<file path="config.mk">
export PLATFORM = sky130hd
export DESIGN_NAME = mmio_uart_tx
export DESIGN_NICKNAME = d
export VERILOG_FILES = /design/src/rtl/mmio_uart_tx.sv
export SDC_FILE = /design/constraint.sdc
export NUM_CORES = 1
export LEC_CHECK = 0
export ABC_AREA = 1
export BUFFER_PORTS_ARGS = -buffer_cell sky130_fd_sc_hd__buf_4
export CAP_MARGIN = 5
export CELL_PAD_IN_SITES_DETAIL_PLACEMENT = 1
export CELL_PAD_IN_SITES_GLOBAL_PLACEMENT = 1
export CORE_UTILIZATION = 42
export DETAILED_ROUTE_END_ITERATION = 16
export PLACE_DENSITY = 0.92
export SLEW_MARGIN = 20
export SYNTH_ARGS = -nofsm -noshare
export SYNTH_HDL_FRONTEND = slang
export SYNTH_SLANG_ARGS = --single-unit
</file>
<file path="constraint.sdc">
create_clock -name clk -period 4.8 [get_ports clk]
set_input_delay 0.24 -clock clk [delete_from_list [all_inputs] [get_ports clk]]
set_output_delay 0.24 -clock clk [all_outputs]
set_load 0.005 [all_outputs]
</file>
<file path="src/rtl/mmio_uart_tx.sv">
// rtl/mmio_uart_tx.sv - memory-mapped 8N1 UART transmitter with TX FIFO and status register
// Snoops core stores to the data address into a FIFO and serialises bytes LSB first on tx_o.
module mmio_uart_tx #(
  parameter int unsigned              ADDR_WIDTH = 32,
  parameter logic [ADDR_WIDTH-1:0]    BASE_ADDR  = 'h0000_0800,
  parameter int unsigned              CLK_DIV    = 16,
  parameter int unsigned              FIFO_DEPTH = 8
) (
  input  logic                  clk,
  input  logic                  rst_n,
  input  logic                  mem_enable_i,
  input  logic                  mem_w_enable_i,
  input  logic [ADDR_WIDTH-1:0] mem_w_addr_i,
  input  logic [31:0]           mem_w_data_i,
  input  logic                  mem_r_enable_i,
  input  logic [ADDR_WIDTH-1:0] mem_r_addr_i,
  output logic [31:0]           mem_r_data_o,
  output logic                  tx_o,
  output logic                  busy_o,
  output logic                  full_o
);

  localparam int unsigned PTR_W  = (FIFO_DEPTH > 1) ? $clog2(FIFO_DEPTH) : 1;
  localparam int unsigned CNT_W  = $clog2(FIFO_DEPTH + 1);
  localparam int unsigned BAUD_W = (CLK_DIV > 1) ? $clog2(CLK_DIV) : 1;

  localparam logic [ADDR_WIDTH-1:0] STAT_ADDR = BASE_ADDR + ADDR_WIDTH'(4);
  localparam logic [CNT_W-1:0]      FULL_CNT  = CNT_W'(FIFO_DEPTH);
  localparam logic [BAUD_W-1:0]     BAUD_LAST = BAUD_W'(CLK_DIV - 1);

  typedef enum logic [1:0] {IDLE, START, DATA, STOP} state_t;

  state_t              state_q;
  logic [BAUD_W-1:0]   baud_cnt_q;
  logic [2:0]          bit_idx_q;
  logic [7:0]          shift_q;
  logic                tx_q;

  logic [7:0]          fifo_mem [FIFO_DEPTH];
  logic [PTR_W-1:0]    wr_ptr_q, wr_ptr_d;
  logic [PTR_W-1:0]    rd_ptr_q, rd_ptr_d;
  logic [CNT_W-1:0]    count_q, count_d;
  logic                ovf_q, ovf_d;
  logic [31:0]         rdata_q, rdata_d;

  logic wr_req, rd_req, push_req, stat_wr;
  logic fifo_empty, fifo_full, tx_active, bit_end;
  logic push, pop;
  logic [7:0] fifo_head;
  logic unused_wdata;

  assign wr_req     = mem_enable_i & mem_w_enable_i;
  assign rd_req     = mem_enable_i & mem_r_enable_i;
  assign push_req   = wr_req & (mem_w_addr_i == BASE_ADDR);
  assign stat_wr    = wr_req & (mem_w_addr_i == STAT_ADDR);
  assign fifo_empty = (count_q == '0);
  assign fifo_full  = (count_q == FULL_CNT);
  assign tx_active  = (state_q != IDLE);
  assign bit_end    = (baud_cnt_q == BAUD_LAST);
  assign fifo_head  = fifo_mem[rd_ptr_q];
  assign unused_wdata = ^mem_w_data_i[31:8];

  // full is the pre-edge value, so a push into a full FIFO is dropped even if a pop frees a slot
  assign push = push_req & ~fifo_full;
  assign pop  = ~fifo_empty & ((state_q == IDLE) | ((state_q == STOP) & bit_end));

  always_comb begin
    wr_ptr_d = wr_ptr_q;
    rd_ptr_d = rd_ptr_q;
    count_d  = count_q;
    ovf_d    = ovf_q;
    rdata_d  = rdata_q;
    if (push) wr_ptr_d = wr_ptr_q + PTR_W'(1);
    if (pop)  rd_ptr_d = rd_ptr_q + PTR_W'(1);
    case ({push, pop})
      2'b10:   count_d = count_q + CNT_W'(1);
      2'b01:   count_d = count_q - CNT_W'(1);
      default: count_d = count_q;
    endcase
    if (stat_wr & mem_w_data_i[3]) ovf_d = 1'b0;
    if (push_req & fifo_full)      ovf_d = 1'b1;
    if (rd_req) begin
      rdata_d = (mem_r_addr_i == STAT_ADDR) ?
                {28'b0, ovf_q, tx_active, fifo_empty, fifo_full} : 32'b0;
    end
  end

  always_ff @(posedge clk) begin
    if (push) fifo_mem[wr_ptr_q] <= mem_w_data_i[7:0];
  end

  always_ff @(posedge clk or negedge rst_n) begin
    if (!rst_n) begin
      wr_ptr_q <= '0;
      rd_ptr_q <= '0;
      count_q  <= '0;
      ovf_q    <= 1'b0;
      rdata_q  <= 32'b0;
    end else begin
      wr_ptr_q <= wr_ptr_d;
      rd_ptr_q <= rd_ptr_d;
      count_q  <= count_d;
      ovf_q    <= ovf_d;
      rdata_q  <= rdata_d;
    end
  end

  // tx_q is loaded with the level of the state being entered, so the line is glitch-free
  always_ff @(posedge clk or negedge rst_n) begin
    if (!rst_n) begin
      state_q    <= IDLE;
      baud_cnt_q <= '0;
      bit_idx_q  <= 3'd0;
      shift_q    <= 8'd0;
      tx_q       <= 1'b1;
    end else begin
      case (state_q)
        IDLE: begin
          if (pop) begin
            shift_q    <= fifo_head;
            baud_cnt_q <= '0;
            state_q    <= START;
            tx_q       <= 1'b0;
          end
        end
        START: begin
          if (bit_end) begin
            baud_cnt_q <= '0;
            bit_idx_q  <= 3'd0;
            state_q    <= DATA;
            tx_q       <= shift_q[0];
          end else begin
            baud_cnt_q <= baud_cnt_q + BAUD_W'(1);
          end
        end
        DATA: begin
          if (bit_end) begin
            baud_cnt_q <= '0;
            shift_q    <= {1'b0, shift_q[7:1]};
            if (bit_idx_q == 3'd7) begin
              bit_idx_q <= 3'd0;
              state_q   <= STOP;
              tx_q      <= 1'b1;
            end else begin
              bit_idx_q <= bit_idx_q + 3'd1;
              tx_q      <= shift_q[1];
            end
          end else begin
            baud_cnt_q <= baud_cnt_q + BAUD_W'(1);
          end
        end
        STOP: begin
          if (bit_end) begin
            baud_cnt_q <= '0;
            if (pop) begin
              shift_q <= fifo_head;
              state_q <= START;
              tx_q    <= 1'b0;
            end else begin
              state_q <= IDLE;
              tx_q    <= 1'b1;
            end
          end else begin
            baud_cnt_q <= baud_cnt_q + BAUD_W'(1);
          end
        end
        default: begin
          state_q <= IDLE;
          tx_q    <= 1'b1;
        end
      endcase
    end
  end

  assign tx_o         = tx_q;
  assign busy_o       = tx_active | ~fifo_empty;
  assign full_o       = fifo_full;
  assign mem_r_data_o = rdata_q;

endmodule

</file>
# == After elaboration in Yosys (flattened, before gate mapping) ==
# Memories as Yosys holds them, arrays and structs flattened.
# Index checks and enable logic that the tools add are counted.
# totals
inputBits,101
ram_bits,64
regBits,61
n_memories,1
output_inout_bits,35
# memory_table
name,words,width,read_ports,rd_clocked_by_memory_dff,wr,line_no,source
fifo_mem,8,8,1,0,1,39,logic [7:0] fifo_mem [FIFO_DEPTH];
# op_classes
reduce_logical,12
n_bitwise,13
add_sub_neg,6
eq_ne,16
muxes,31
# ops
operator,n
"32-bit by 12-bit == test with 1-bit output, second input constant",3
8-bit two-way mux,3
8-bit one-hot mux with 3 select lines,1
4-bit one-hot mux with 2 select lines,2
4-bit two-way mux,3
1-bit two-way mux,11
2-bit two-way mux,5
"2-bit inequality test, second input constant",5
"3-bit by 1-bit adder with 3-bit output, second input constant",3
1-bit AND,9
3-bit two-way mux,3
"4-bit by 1-bit adder with 4-bit output, second input constant",2
"4-bit == test, second input constant",2
2-bit one-hot mux with 4 select lines,1
2-bit nonzero test,4
"2-bit == test, second input constant",3
3-bit one-hot mux with 2 select lines,1
3-bit AND reduction,2
5-bit AND reduction,1
"2-bit by 1-bit == test with 1-bit output, second input constant",2
4-bit logical NOT,1
1-bit one-hot mux with 4 select lines,1
4-bit AND reduction,1
"4-bit by 1-bit subtractor with 4-bit output, second input constant",1
6 further kinds,8

# == Depth between registers and ports, before layout ==
# logic_depth
depth_word,7
depth_mapped,16
ltp_nobuf,16

# == Worst setup path before layout ==
# Ideal clock, no wire load.
# synth_path
path_type,reg-to-reg
from,reg state_q[0]
to,reg count_q[2]
path_stages_with_launch,13
setup_slack_ps,2718
arrival_ps,1954
setup_ps,127
period_less_slack_ps,2082
cell_sequence,dfrtp_1 -> inv_1 -> ha_1 -> inv_1 -> nand2_1 -> nand2_2 -> inv_1 -> ha_1 -> xor2_1 -> ha_1 -> a21oi_1 -> xor2_1 -> o21ai_0
# synth_via
elab_chain_cells,6
# synth_rtl
element,line_no,source
from (decl),33,state_t state_q;
from (signal assigned),111,state_q <= IDLE;
from (signal assigned),122,state_q <= START;
from (signal assigned),130,state_q <= DATA;
2-bit == test,65,assign pop = ~fifo_empty & ((state_q == IDLE) | ((state_q == STOP) & bit_end));
1-bit AND,65,
1-bit OR (*),65,
1-bit AND (*),65,
via pop,48,"logic push, pop;"
2-bit by 1-bit == test with 1-bit output / 2-bit == test (equally long branches),75,"case ({push, pop})"
4-bit one-hot mux with 2 select lines / 2-bit nonzero test (equally long branches),--,
to (signal assigned),102,count_q <= count_d;
to (decl),42,"logic [CNT_W-1:0] count_q, count_d;"
# The timed path passes the listed nets; every way through them passes the cells marked *.
# A chain may end at the register's enable or synchronous reset.

# == Worst setup path in the final report ==
# layout_path
from,reg state_q[1]
to,reg count_q[2]
# The elaborated chain is that of the path after synthesis.

==> results.yml <==
status:
  outcome: "finished clean"
sta:
  slew_viol_final: 0
  rsz0062_at_grt: "false"
  final.setup.tns_ns: 0
  finalHoldViolCount: 0
  fin_crit_ns: 2.70
  max_slew.worst_pin.slew_ns: 1.01
  maxSlewHeadroom_pct: 32.7
  clock.fmax_mhz: 370
  setup_ws_ns: 2.10
  finClkSkew_ns: 0.00677
  final-setup-viol-count: 0
  fin_crit_sh_pct: 56.2
floorplanning:
  start_util_pct: 43.4
  die_h_um: 111
  die_x_um: 111
  rows: 39
  die-area_um2: 12300
  coreArea_um2: 11500
  pin_count: 136
logic_synthesis:
  syn_avg_cell_area_um2: 9.22
  synth_edf_count: 64
  ys_ff_latch: 97
  synthFlopType: "edfxtp_1"
  yosys_warnings: 0
  syn_area_um2: 4970
  yosysSeqAreaShare_pct: 55.3
  synthArstFlopShare_pct: 34.0
  synth_cells: 539
  ys_types: 35
setup_path:
  slowest_delay_ns: 0.41
  crit_end: "count_q[2]"
  critPathSlowestCell: "dfrtp_1"
  cp_data_required_time_ns: 5.08
  cp-startpoint: "state_q[1]"
  critPathKind: "flop to flop"
  worstPathCellList: "inv_1 > ha_1 > inv_1 > nand2_1 > nand2_2 > inv_1 > ha_1 > xor2_1 > ha_1 > a21oi_1 > xor2_1 > o21ai_0"
  r2r_cells: 12
  critPathLaunchType: "flop"
  arrival_ns: 2.98
  regToRegEndpoint: "count_q[2]"
  end_kind: "flop"
  r2r_start: "state_q[1]"
  cp_max_fo: 6
  r2r_slack_ns: 2.10
grt:
  antenna_found_initial: 0
  grt_max_degree: 35
  grt_pass1_wl_um: 22900
  grt_util_all_layers_pct: 24.6
  grt_pass1_vias: 4465
  overflow: 0
cts:
  cts_tree: "done"
  ctsResizeCount: 0
  clock_latency_ns: 0.36
  postCtsSetupBuffers: 0
  ctsRootBufferMaster: "clkbuf_16"
  clk_path_buf_depth: 2
  cts_buffers: 9
  cts.sinks: 97
  path_clk_slew_ns: 0.07
  h-tree-depth: 3
finish:
  drive_gt1_share_pct: 19.6
  antenna_cells: 0
  fin_cells: 770
  area_growth_pct: 18.4
  layout.nets: 737
pwr:
  power_density_nw_per_um2: 283
  p_leak_nw: 2.59
  vdd_drop_max_mv: 0.216
place:
  gp_congestion: 0.721
  numPortBuffers: 83
  dp_slack_ns: 2.23
  placed_cells: 753
  dp_hpwl_um: 9590
hold_path:
  whs_path_depth: 1
  hold_class: "primary input to flop"
routing:
  postRouteAntennaNets: 0
  drt_first_pass_iters: 5
  wl_um: 14300
  drt_iter0_markers: 243
  via_count: 4108
  drc: 0
  vias_per_cell: 5.34
  routedWlPerCell_um: 18.5
flow_run:
  drv_cap: 0
==> timing repair <==
item / in CTS / in global routing
hold buffers: 1 / 0
setup endpoints to repair: 0 / 0
endpoints found under the hold margin: 32 / 0
==> area by class of cell <==
cell class	count	area, µm²
timing repair buffer	85	641
tap	143	179
sequential	97	2750
clock inverter	6	48.8
multi-input combinational	398	1920
clock buffer	10	229
fill	1318	5580
inverter	31	116
==> metal layers <==
layer / routed length (µm) / up-vias / global-route usage [%]
met3: 704 / 35 / 4.65
met5: 0 / - / 0
met4: 518 / 0 / 13.2
met2: 7640 / 171 / 45.4
li1: - / 1892 / -
met1: 5400 / 2010 / 26.5
==> stage by stage <==
| stage | instance area [µm²] | utilization (%) | hold WS (ns) | power (mW) |
|---|---|---|---|---|
| after floorplan | 5070 | - | -0.0556 | 0.942 |
| after global placement | 5600 | 48.8 | 0.214 | 0.984 |
| after detailed placement | 5600 | 48.8 | 0.220 | 0.988 |
| after CTS | 5890 | 51.3 | 0.110 | 1.67 |
| after global routing | 5890 | 51.3 | 0.114 | 1.71 |
| final | 5890 | 51.3 | 0.117 | 1.67 |
==> critical path: cells and delay by family (launching register included) <==
family,cells,cell delay [ns]
flops,1,0.41
compound gates,2,0.19
xor+xnor,2,0.53
fa+ha+maj,3,0.76
simple gates,2,0.21
buf+inv,3,0.52
==> synth_stat cells (2+ instances only) <==
cell | count | area (µm²)
nand2_1 | 156 | 586
nor2_1 | 73 | 274
edfxtp_1 | 64 | 1920
nand3_1 | 49 | 245
dfrtp_1 | 32 | 801
buf_4 | 31 | 233
inv_1 | 27 | 101
o21ai_0 | 16 | 80.1
ha_1 | 14 | 175
a21oi_1 | 11 | 55.1
nand4_1 | 11 | 68.8
buf_2 | 8 | 40.0
o21ai_1 | 8 | 40.0
or2_2 | 7 | 43.8
xor2_1 | 6 | 52.6
inv_2 | 3 | 11.3
nand3_2 | 3 | 30.0
nand2_4 | 2 | 22.5
nor2_4 | 2 | 22.5
==> where the power goes <==
| group | switching, mW | internal (mW) | total [mW] | leakage (nW) |
|---|---|---|---|---|
| combinational | 0.0360 | 0.0441 | 0.0801 | 1.46 |
| clock | 0.337 | 0.358 | 0.696 | 0.131 |
| sequential | 0.000000000533 | 0.892 | 0.892 | 0.999 |
| total | 0.373 | 1.29 | 1.67 | 2.59 |
==> kinds of logic after synthesis <==
logic type / share of synthesized area, %
and+or+nand+nor: 27.8
DFF: 55.3
buffers and inverters: 8.05
AOI/OAI and AO/OA: 4.03
adders and majority gates: 3.52
xor gates and xnor gates: 1.23
other: 0.0754
==> sequential cells by signal, summed over array words and instances (netlist names) <==
signal,cells
fifo_mem,64
shift_q,8
baud_cnt_q,4
count_q,4
mem_r_data_o,4
bit_idx_q,3
rd_ptr_q,3
wr_ptr_q,3
state_q,2
ovf_q,1
tx_o,1
==> worst min path at each step <==
stage / from / endpoint / slack (ns)
floorplan: rst_n / baud_cnt_q[0] / -0.06
global placement: rst_n / rd_ptr_q[0] / 0.21
detailed placement: rst_n / rd_ptr_q[2] / 0.22
CTS: mem_w_data_i[7] / fifo_mem[4][7] / 0.11
global route: mem_w_data_i[7] / fifo_mem[5][7] / 0.11
finish: mem_w_data_i[7] / fifo_mem[4][7] / 0.12
==> layout by cell type, fill, tap and decap left out, types with 2 or more instances in the layout <==
master,count
ha_1,14
clkbuf_16,9
nand2_1,156
clkinvlp_4,2
nand3_1,49
or2_2,7
inv_6,2
inv_1,27
buf_4,84
nand2_4,2
nor2_1,73
o21ai_1,8
conb_1,28
o21ai_0,16
nor2_4,2
inv_2,3
nand4_1,11
edfxtp_1,64
nand3_2,3
dfrtp_1,32
xor2_1,6
a21oi_1,11
Power figures use the tool's default switching activity.
